### src/rtl/down_counter_timer.sv
// -----------------------------------------------------------------------------
// down_counter_timer
//
// Loadable down-counter used as a programmable delay / timeout source.
// A load request sets the start value; the count steps down by one on every
// enabled cycle while running. Reaching zero produces a one-cycle tc pulse
// and a held done level that stays high until the consumer acknowledges it
// or issues a new load. With AUTO_RELOAD=1 the counter shows zero for one
// cycle, then restarts from the last loaded value and never enters DONE.
//
// State table:
//   state | meaning
//   IDLE  | no count in progress, waiting for load
//   RUN   | counting down on enabled cycles (busy=1)
//   DONE  | terminal count reached, done=1 until ack or load
//
// Ports:
//   clk_i        rising-edge clock
//   reset_i      synchronous active-low reset
//   enable_i     count-step qualifier, only honoured in RUN
//   load_i       start/restart request, samples load_value_i on the same edge
//   load_value_i start value (WIDTH bits)
//   ack_i        consumer acknowledge of done
//   count_o      current count (registered)
//   busy_o       high while in RUN (registered)
//   done_o       completion level (registered)
//   tc_o         one-cycle terminal-count pulse (registered)
// -----------------------------------------------------------------------------
module down_counter_timer #(
    parameter int unsigned WIDTH       = 4,
    parameter bit          AUTO_RELOAD = 1'b0
) (
    input  logic             clk_i,
    input  logic             reset_i,
    input  logic             enable_i,
    input  logic             load_i,
    input  logic [WIDTH-1:0] load_value_i,
    input  logic             ack_i,
    output logic [WIDTH-1:0] count_o,
    output logic             busy_o,
    output logic             done_o,
    output logic             tc_o
);

    typedef enum logic [1:0] {
        ST_IDLE = 2'd0,
        ST_RUN  = 2'd1,
        ST_DONE = 2'd2
    } state_t;

    localparam logic [WIDTH-1:0] CNT_ZERO = '0;
    localparam logic [WIDTH-1:0] CNT_ONE  = WIDTH'(1);

    state_t           state_q,  state_d;
    logic [WIDTH-1:0] count_q,  count_d;
    logic [WIDTH-1:0] reload_q, reload_d;
    logic             busy_q,   busy_d;
    logic             done_q,   done_d;
    logic             tc_q,     tc_d;

    // -------------------------------------------------------------------------
    // State and output registers
    // -------------------------------------------------------------------------
    always_ff @(posedge clk_i) begin
        if (!reset_i) begin
            state_q  <= ST_IDLE;
            count_q  <= '0;
            reload_q <= '0;
            busy_q   <= 1'b0;
            done_q   <= 1'b0;
            tc_q     <= 1'b0;
        end else begin
            state_q  <= state_d;
            count_q  <= count_d;
            reload_q <= reload_d;
            busy_q   <= busy_d;
            done_q   <= done_d;
            tc_q     <= tc_d;
        end
    end

    // -------------------------------------------------------------------------
    // Next-state and next-output logic
    // -------------------------------------------------------------------------
    always_comb begin
        state_d  = state_q;
        count_d  = count_q;
        reload_d = reload_q;
        done_d   = done_q;
        tc_d     = 1'b0;

        // A load is handled identically in every state, so it is resolved
        // first and the per-state logic only runs when no load is present.
        if (load_i) begin
            count_d  = load_value_i;
            reload_d = load_value_i;
            if (load_value_i == CNT_ZERO) begin
                // Zero start value completes immediately.
                state_d = ST_DONE;
                done_d  = 1'b1;
                tc_d    = 1'b1;
            end else begin
                state_d = ST_RUN;
                done_d  = 1'b0;
            end
        end else begin
            unique case (state_q)
                ST_IDLE: begin
                    count_d = count_q;
                end

                ST_RUN: begin
                    if (enable_i) begin
                        if (count_q > CNT_ONE) begin
                            count_d = count_q - CNT_ONE;
                        end else if (count_q == CNT_ONE) begin
                            count_d = CNT_ZERO;
                            tc_d    = 1'b1;
                            if (!AUTO_RELOAD) begin
                                state_d = ST_DONE;
                                done_d  = 1'b1;
                            end
                        end else if (AUTO_RELOAD) begin
                            // Zero is shown for one cycle in auto-reload mode;
                            // the next enabled step restarts from the stored
                            // value itself, not one below it.
                            count_d = reload_q;
                        end
                    end
                end

                ST_DONE: begin
                    count_d = CNT_ZERO;
                    if (ack_i) begin
                        state_d = ST_IDLE;
                        done_d  = 1'b0;
                    end
                end

                default: begin
                    state_d = ST_IDLE;
                    count_d = CNT_ZERO;
                    done_d  = 1'b0;
                end
            endcase
        end

        busy_d = (state_d == ST_RUN);
    end

    assign count_o = count_q;
    assign busy_o  = busy_q;
    assign done_o  = done_q;
    assign tc_o    = tc_q;

endmodule

### config.mk
export PLATFORM = sky130hd
export DESIGN_NAME = down_counter_timer
export DESIGN_NICKNAME = d
export VERILOG_FILES = /design/src/rtl/down_counter_timer.sv
export SDC_FILE = /design/constraint.sdc
export NUM_CORES = 1
export LEC_CHECK = 0
export ABC_CLOCK_PERIOD_IN_PS = 1740
export CELL_PAD_IN_SITES_DETAIL_PLACEMENT = 1
export CELL_PAD_IN_SITES_GLOBAL_PLACEMENT = 2
export CORE_MARGIN = 2
export CORE_UTILIZATION = 21
export DETAILED_ROUTE_END_ITERATION = 12
export GPL_ROUTABILITY_DRIVEN = 0
export PLACE_DENSITY_LB_ADDON = 0.25
export REMOVE_ABC_BUFFERS = 1
export SLEW_MARGIN = 0
export SYNTH_ARGS = -nofsm -noshare
export SYNTH_HDL_FRONTEND = slang
export SYNTH_SLANG_ARGS = --single-unit
export TNS_END_PERCENT = 5
### constraint.sdc
create_clock -name clk_i -period 1.74 [get_ports clk_i]
set_input_delay 0.174 -clock clk_i [delete_from_list [all_inputs] [get_ports clk_i]]
set_output_delay 0.174 -clock clk_i [all_outputs]
set_load 0.01 [all_outputs]
=== Word level (Yosys, flattened, before mapping) ===
Index checks and enable logic that the tools add are counted.

* Reduce and logical (&&, ||, !) cells: 4
* $lt $le $gt $ge: 1
* Add/sub/neg operators: 1
* Multiplexer cells: 24
* Equal/unequal tests: 10

{| class="wikitable"
|+ Operators by type and width
! kind !! number
|-
| two-way mux 4 bit || 4
|-
| two-way mux 2 bit || 6
|-
| inequality test 3 bit (second input constant) || 4
|-
| two-way mux 1 bit || 11
|-
| one-hot mux 4 bit (2 select lines) || 1
|-
| one-hot mux 2 bit (3 select lines) || 1
|-
| AND reduction 5 bit || 1
|-
| == test 2 x 1 -> 1 bit (second input constant) || 2
|-
| == test 4 x 1 -> 1 bit (second input constant) || 1
|-
| > comparator 4 x 1 -> 1 bit (second input constant) || 1
|-
| logical NOT 4 bit || 1
|-
| inequality test 4 bit (second input constant) || 1
|-
| subtractor 4 x 1 -> 4 bit (second input constant) || 1
|-
| one-hot mux 1 bit (3 select lines) || 1
|-
| AND reduction 3 bit || 1
|-
| == test 2 bit (second input constant) || 1
|-
| logical NOT 2 bit || 1
|-
| inequality test 2 bit (second input constant) || 1
|}

* Input port bits: 9
* Bits in registers: 9

=== Logic depth before layout (Yosys ltp) ===
* Depth after elaboration: 7
* Depth in mapped cells: 6

=== Worst setup path before layout ===
Ideal clock, no wire load.

* Path type: register -> register
* Start: reg count_q[1], in the netlist count_o[1]
* End: reg count_q[3], in the netlist count_o[3]
* Data arrival time: 1.895 ns
* Period minus slack after synthesis: 2.013 ns
* Setup time: 0.117 ns
* Required time: 1.623 ns
* Path buffers: 0
* Stages on the path, launching flop included: 7
* Setup slack: -0.273 ns
* Cells stage by stage: dfxtp_1 -> inv_1 -> ha_1 -> or4b_1 -> a311o_1 -> and2_0 -> a32o_1

* Cells in the longest elaborated chain, start to end: 5

{| class="wikitable"
|+ RTL lines
! what !! line !! text
|-
| start, declared || 55 || <nowiki>logic [WIDTH-1:0] count_q, count_d;</nowiki>
|-
| start signal, assigned || 74 || <nowiki>count_q <= count_d;</nowiki>
|-
| subtractor 4 x 1 -> 4 bit or > comparator 4 x 1 -> 1 bit (tied branches) || 115, 114 ||
|-
| two-way mux 4 bit || 114 || <nowiki>if (count_q > CNT_ONE) begin</nowiki>
|-
| two-way mux 4 bit || 113 || <nowiki>if (enable_i) begin</nowiki>
|-
| one-hot mux 4 bit (2 select lines) || 107 || <nowiki>unique case (state_q)</nowiki>
|-
| two-way mux 4 bit || 94 || <nowiki>if (load_i) begin</nowiki>
|}

Several ways; a longest one is shown, not always the timed one. The select of a mux whose other input is x is not followed.
A chain may end at the register's enable or synchronous reset.

=== Worst setup path in the final report ===
* Start: reg count_q[0], in the netlist count_o[0]
* End: reg count_q[3], in the netlist count_o[3]

The elaborated chain is that of the path after synthesis.

==> impl_summary.txt <==
----------------------------------------------------
[Status]
  Outcome ... complete, but fails checks
  Violated checks ... negative setup slack

[Finish]
  Most common library cell in the layout ignoring fill and taps ... sky130_fd_sc_hd__clkdlybuf4s50_1
  Number of antenna repair diodes ... 0
  Post-synthesis to final-layout area growth ... 64.3%
  Post-layout nets ... 100
  Fraction of layout cells with a size suffix above 1 ... a little over a quarter
  Commonest non-fill, non-tap cells in the layout ... sky130_fd_sc_hd__clkdlybuf4s50_1 (15), sky130_fd_sc_hd__buf_4 (11), sky130_fd_sc_hd__dfxtp_1 (7), sky130_fd_sc_hd__nor2_1 (6)

[Critical path]
  Critical-path maximum fanout ... 4
  Arrival time at the worst endpoint ... between 1.5 and 2 ns
  Type of the setup path with the least slack ... reg -> reg
  Cell with the largest stage delay on the worst path ... sky130_fd_sc_hd__or4b_1
  Critical register-to-register path endpoint ... count_o[3]
  Critical R2R Launch ... count_o[0]
  Depth of the worst register-to-register path ... 6
  Crit. End Element ... flip-flop
  CP Launch Type ... flip-flop
  Reg-to-reg slack, setup ... -0.08 ns
  Worst path required time ... about 1.9 ns
  Critical Path Max Stage Delay ... about 0.43 ns
  Cells along the critical path ... inv_1 > ha_1 > or4b_1 > a311o_1 > and2_0 > a32o_1

[Floorplanning]
  Top Ports ... 16
  Die Outline Area ... around 2700 um^2
  Number of rows in the core area ... 17
  Area inside the core boundary ... between 2000 and 2500 um^2
  Vertical extent of the die ... between 50 and 60 um
  Initial core utilization ... around 22%
  Die Wd ... around 52 um

[Synthesis]
  Sequential share of the synthesized area ... 37.0%
  Synth Warn # ... 0
  Average footprint of a synthesized cell ... roughly 8.2 um^2
  Post-synth design cell area ... just under 500 um^2
  #FFs+latches synth ... 9
  Number of distinct library cells after synthesis ... 26
  Gate Count Post-Synth ... 59

[Worst hold path]
  Type of the most critical hold path ... reg -> reg
  Cell depth of the worst min-delay path ... 2
  Worst Hold Endpoint ... done_o
  Worst hold path startpoint ... done_o

[Place]
  Post-Place Worst Slack ... -0.217 ns
  Placed wire-length estimate ... between 1000 and 1500 um
  Quantity of I/O buffers inserted on ports ... 15

[Detailed routing]
  Detailed Routing Iterations Pass 1 ... 4
  Average wire per cell in the routed design ... around 13 um
  Detail-routed via count per cell ... ~4.7
  DRC violation total after the first TritonRoute iteration ... 8
  Post-route ant nets ... 0
  Remaining DRCs ... 0
  Number of vias after detailed routing ... around 550
  Routed WL ... approximately 1500 um

[CTS]
  CTS Root Buffer Type ... sky130_fd_sc_hd__clkbuf_4
  Clock slew at reported path FFs ... 0.07 ns
  Number of H-tree levels ... 1
  CTS max path bufs ... 2
  Insertion delay to the later sink of the worst-skew pair ... roughly 0.26 ns
  CTS sink cnt ... 9
  Buffers inserted by post-CTS timing repair ... 0
  Total CTS buffers ... 3
  Clock tree from TritonCTS ... yes

[Global route]
  Global-route wire length before repair ... 2720 um
  Total grt overflow ... 0
  Vias in the first global route ... about 600
  GRT Util Overall ... 13.4%
  Number of antenna violations at the first check in global routing ... 0
  Maximum number of pins on one net before global-route repair ... 8

[Timing]
  Max Fclk ... approximately 550 MHz
  Time the final worst path needs with I/O delays and setup ... 1.82 ns
  Worst slew margin relative to its limit ... between 60 and 70%
  Share of the cycle needed by the critical path after routing ... 105%
  Min Hold Slack ... approximately 0.52 ns
  Sum of negative setup slack ... -0.272 ns
  Unrepaired setup endpoints after global routing ... yes
  Final worst setup slack ... -0.0798 ns
  Count of final hold-check violations ... 0
  Final-report max-slew violation count ... 0
  Setup violation total in the final timing report ... 4
  Worst-margin pin slew ... roughly 0.52 ns
  Worst setup skew after layout ... between 0.01 and 0.015 ns

[Power]
  Total power ... roughly 0.55 mW
  Power density of the placed cells ... 688 nW/um^2
  Lkg Pwr ... ~0.32 nW
  Maximum vdd drop ... between 400 and 500 uV

[Flow run]
  Max-capacitance violation count ... 0

----------------------------------------------------
==> kinds of logic (layout without fill, tap and decap cells) <==
group | count (synthesis) | count (layout) | share of synthesized area (%)
adders and majority gates | 2 | 2 | 5.14
DFF | 9 | 9 | 37.0
and+or+nand+nor | 21 | 21 | 23.4
AOI/OAI and AO/OA | 22 | 22 | 30.6
buffers and inverters | 5 | 34 | 3.85
==> final cells by class <==
cell class | instances | area, um^2
clock buffer | 4 | 26.3
inverter | 4 | 15.0
multi-input combinational | 45 | 308
timing repair buffer | 26 | 233
sequential | 9 | 183
fill | 277 | 1410
tap | 28 | 35.0
==> flip-flops by register name, summed over array words and instances, names as in the netlist <==
signal   count
state_q      2
tc_o         1
busy_o       1
done_o       1
count_o      4
==> where the power goes <==
group          leakage, nW  internal (mW)  total, mW  switching, mW
Combinational        0.232         0.0882      0.156         0.0678
Clock               0.0150         0.0882      0.166         0.0775
Sequential          0.0747          0.219      0.229        0.00954
Total                0.322          0.396      0.550          0.155
==> per-layer routing <==
| metal | GRT usage (%) | vias up | part of all wire, % |
|---|---|---|---|
| met3 | 2.59 | 2 | 2.4 |
| met5 | 0 | - | 0 |
| met2 | 23.6 | 6 | 50 |
| li1 | - | 276 | - |
| met4 | 3.85 | 0 | 0.79 |
| met1 | 16.5 | 261 | 47 |
==> worst max-delay path: cells and delay by family (launching register included) <==
kind,cells,cell delay (ns)
and+or+nand+nor,2,0.58
adders and majority gates,1,0.15
DFF,1,0.35
buffers and inverters,1,0.06
AOI/OAI and AO/OA,2,0.57
==> how the worst max path moves through the flow <==
stage	from	to	slack, ns	depth (start not counted)
2_1_floorplan	count_o[1]	count_o[3]	-0.27	6
3_3_place_gp	count_o[1]	count_o[3]	-0.16	6
3_5_place_dp	count_o[1]	count_o[1]	-0.22	7
4_1_cts	count_o[1]	count_o[3]	-0.1	6
5_1_grt	count_o[0]	count_o[3]	-0.17	7
6_report	count_o[0]	count_o[3]	-0.08	6
==> repair_timing <==
item                                   in CTS  in global routing
endpoints found under the hold margin       0                  0
pin swaps                                   2                  0
resized for setup                           7                  3
hold buffers                                0                  0
setup endpoints to repair                   4                  4
==> metrics by stage <==
| stage | instances | utilization, % | instance area, um^2 |
|---|---|---|---|
| floorplan | 58 | - | 483 |
| global placement | 112 | 33.9 | 751 |
| detailed placement | 112 | 33.9 | 751 |
| CTS | 116 | 35.6 | 788 |
| global route | 116 | 36.1 | 800 |
| finish | 116 | 36.1 | 800 |
==> synth_stat cells (all sizes together) <==
cell type	n	area, um^2
nand2b	2	12.5
clkbuf	1	3.75
o31ai	2	15.0
o21ai	5	25.0
a31o	1	8.76
or4b	2	20.0
a311o	1	10.0
a2bb2oi	2	17.5
dfxtp	9	180
a21oi	6	30.0
a21o	1	7.51
nor2	6	22.5
and3	1	6.26
nor4	1	6.26
o22a	1	8.76
nor3	1	5.00
nand2	5	18.8
nor3b	1	7.51
a32o	1	10.0
a21boi	1	7.51
and2	1	6.26
or3b	1	8.76
a311oi	1	8.76
ha	2	25.0
inv	4	15.0
Note: power is estimated with default switching activity, not from simulation.
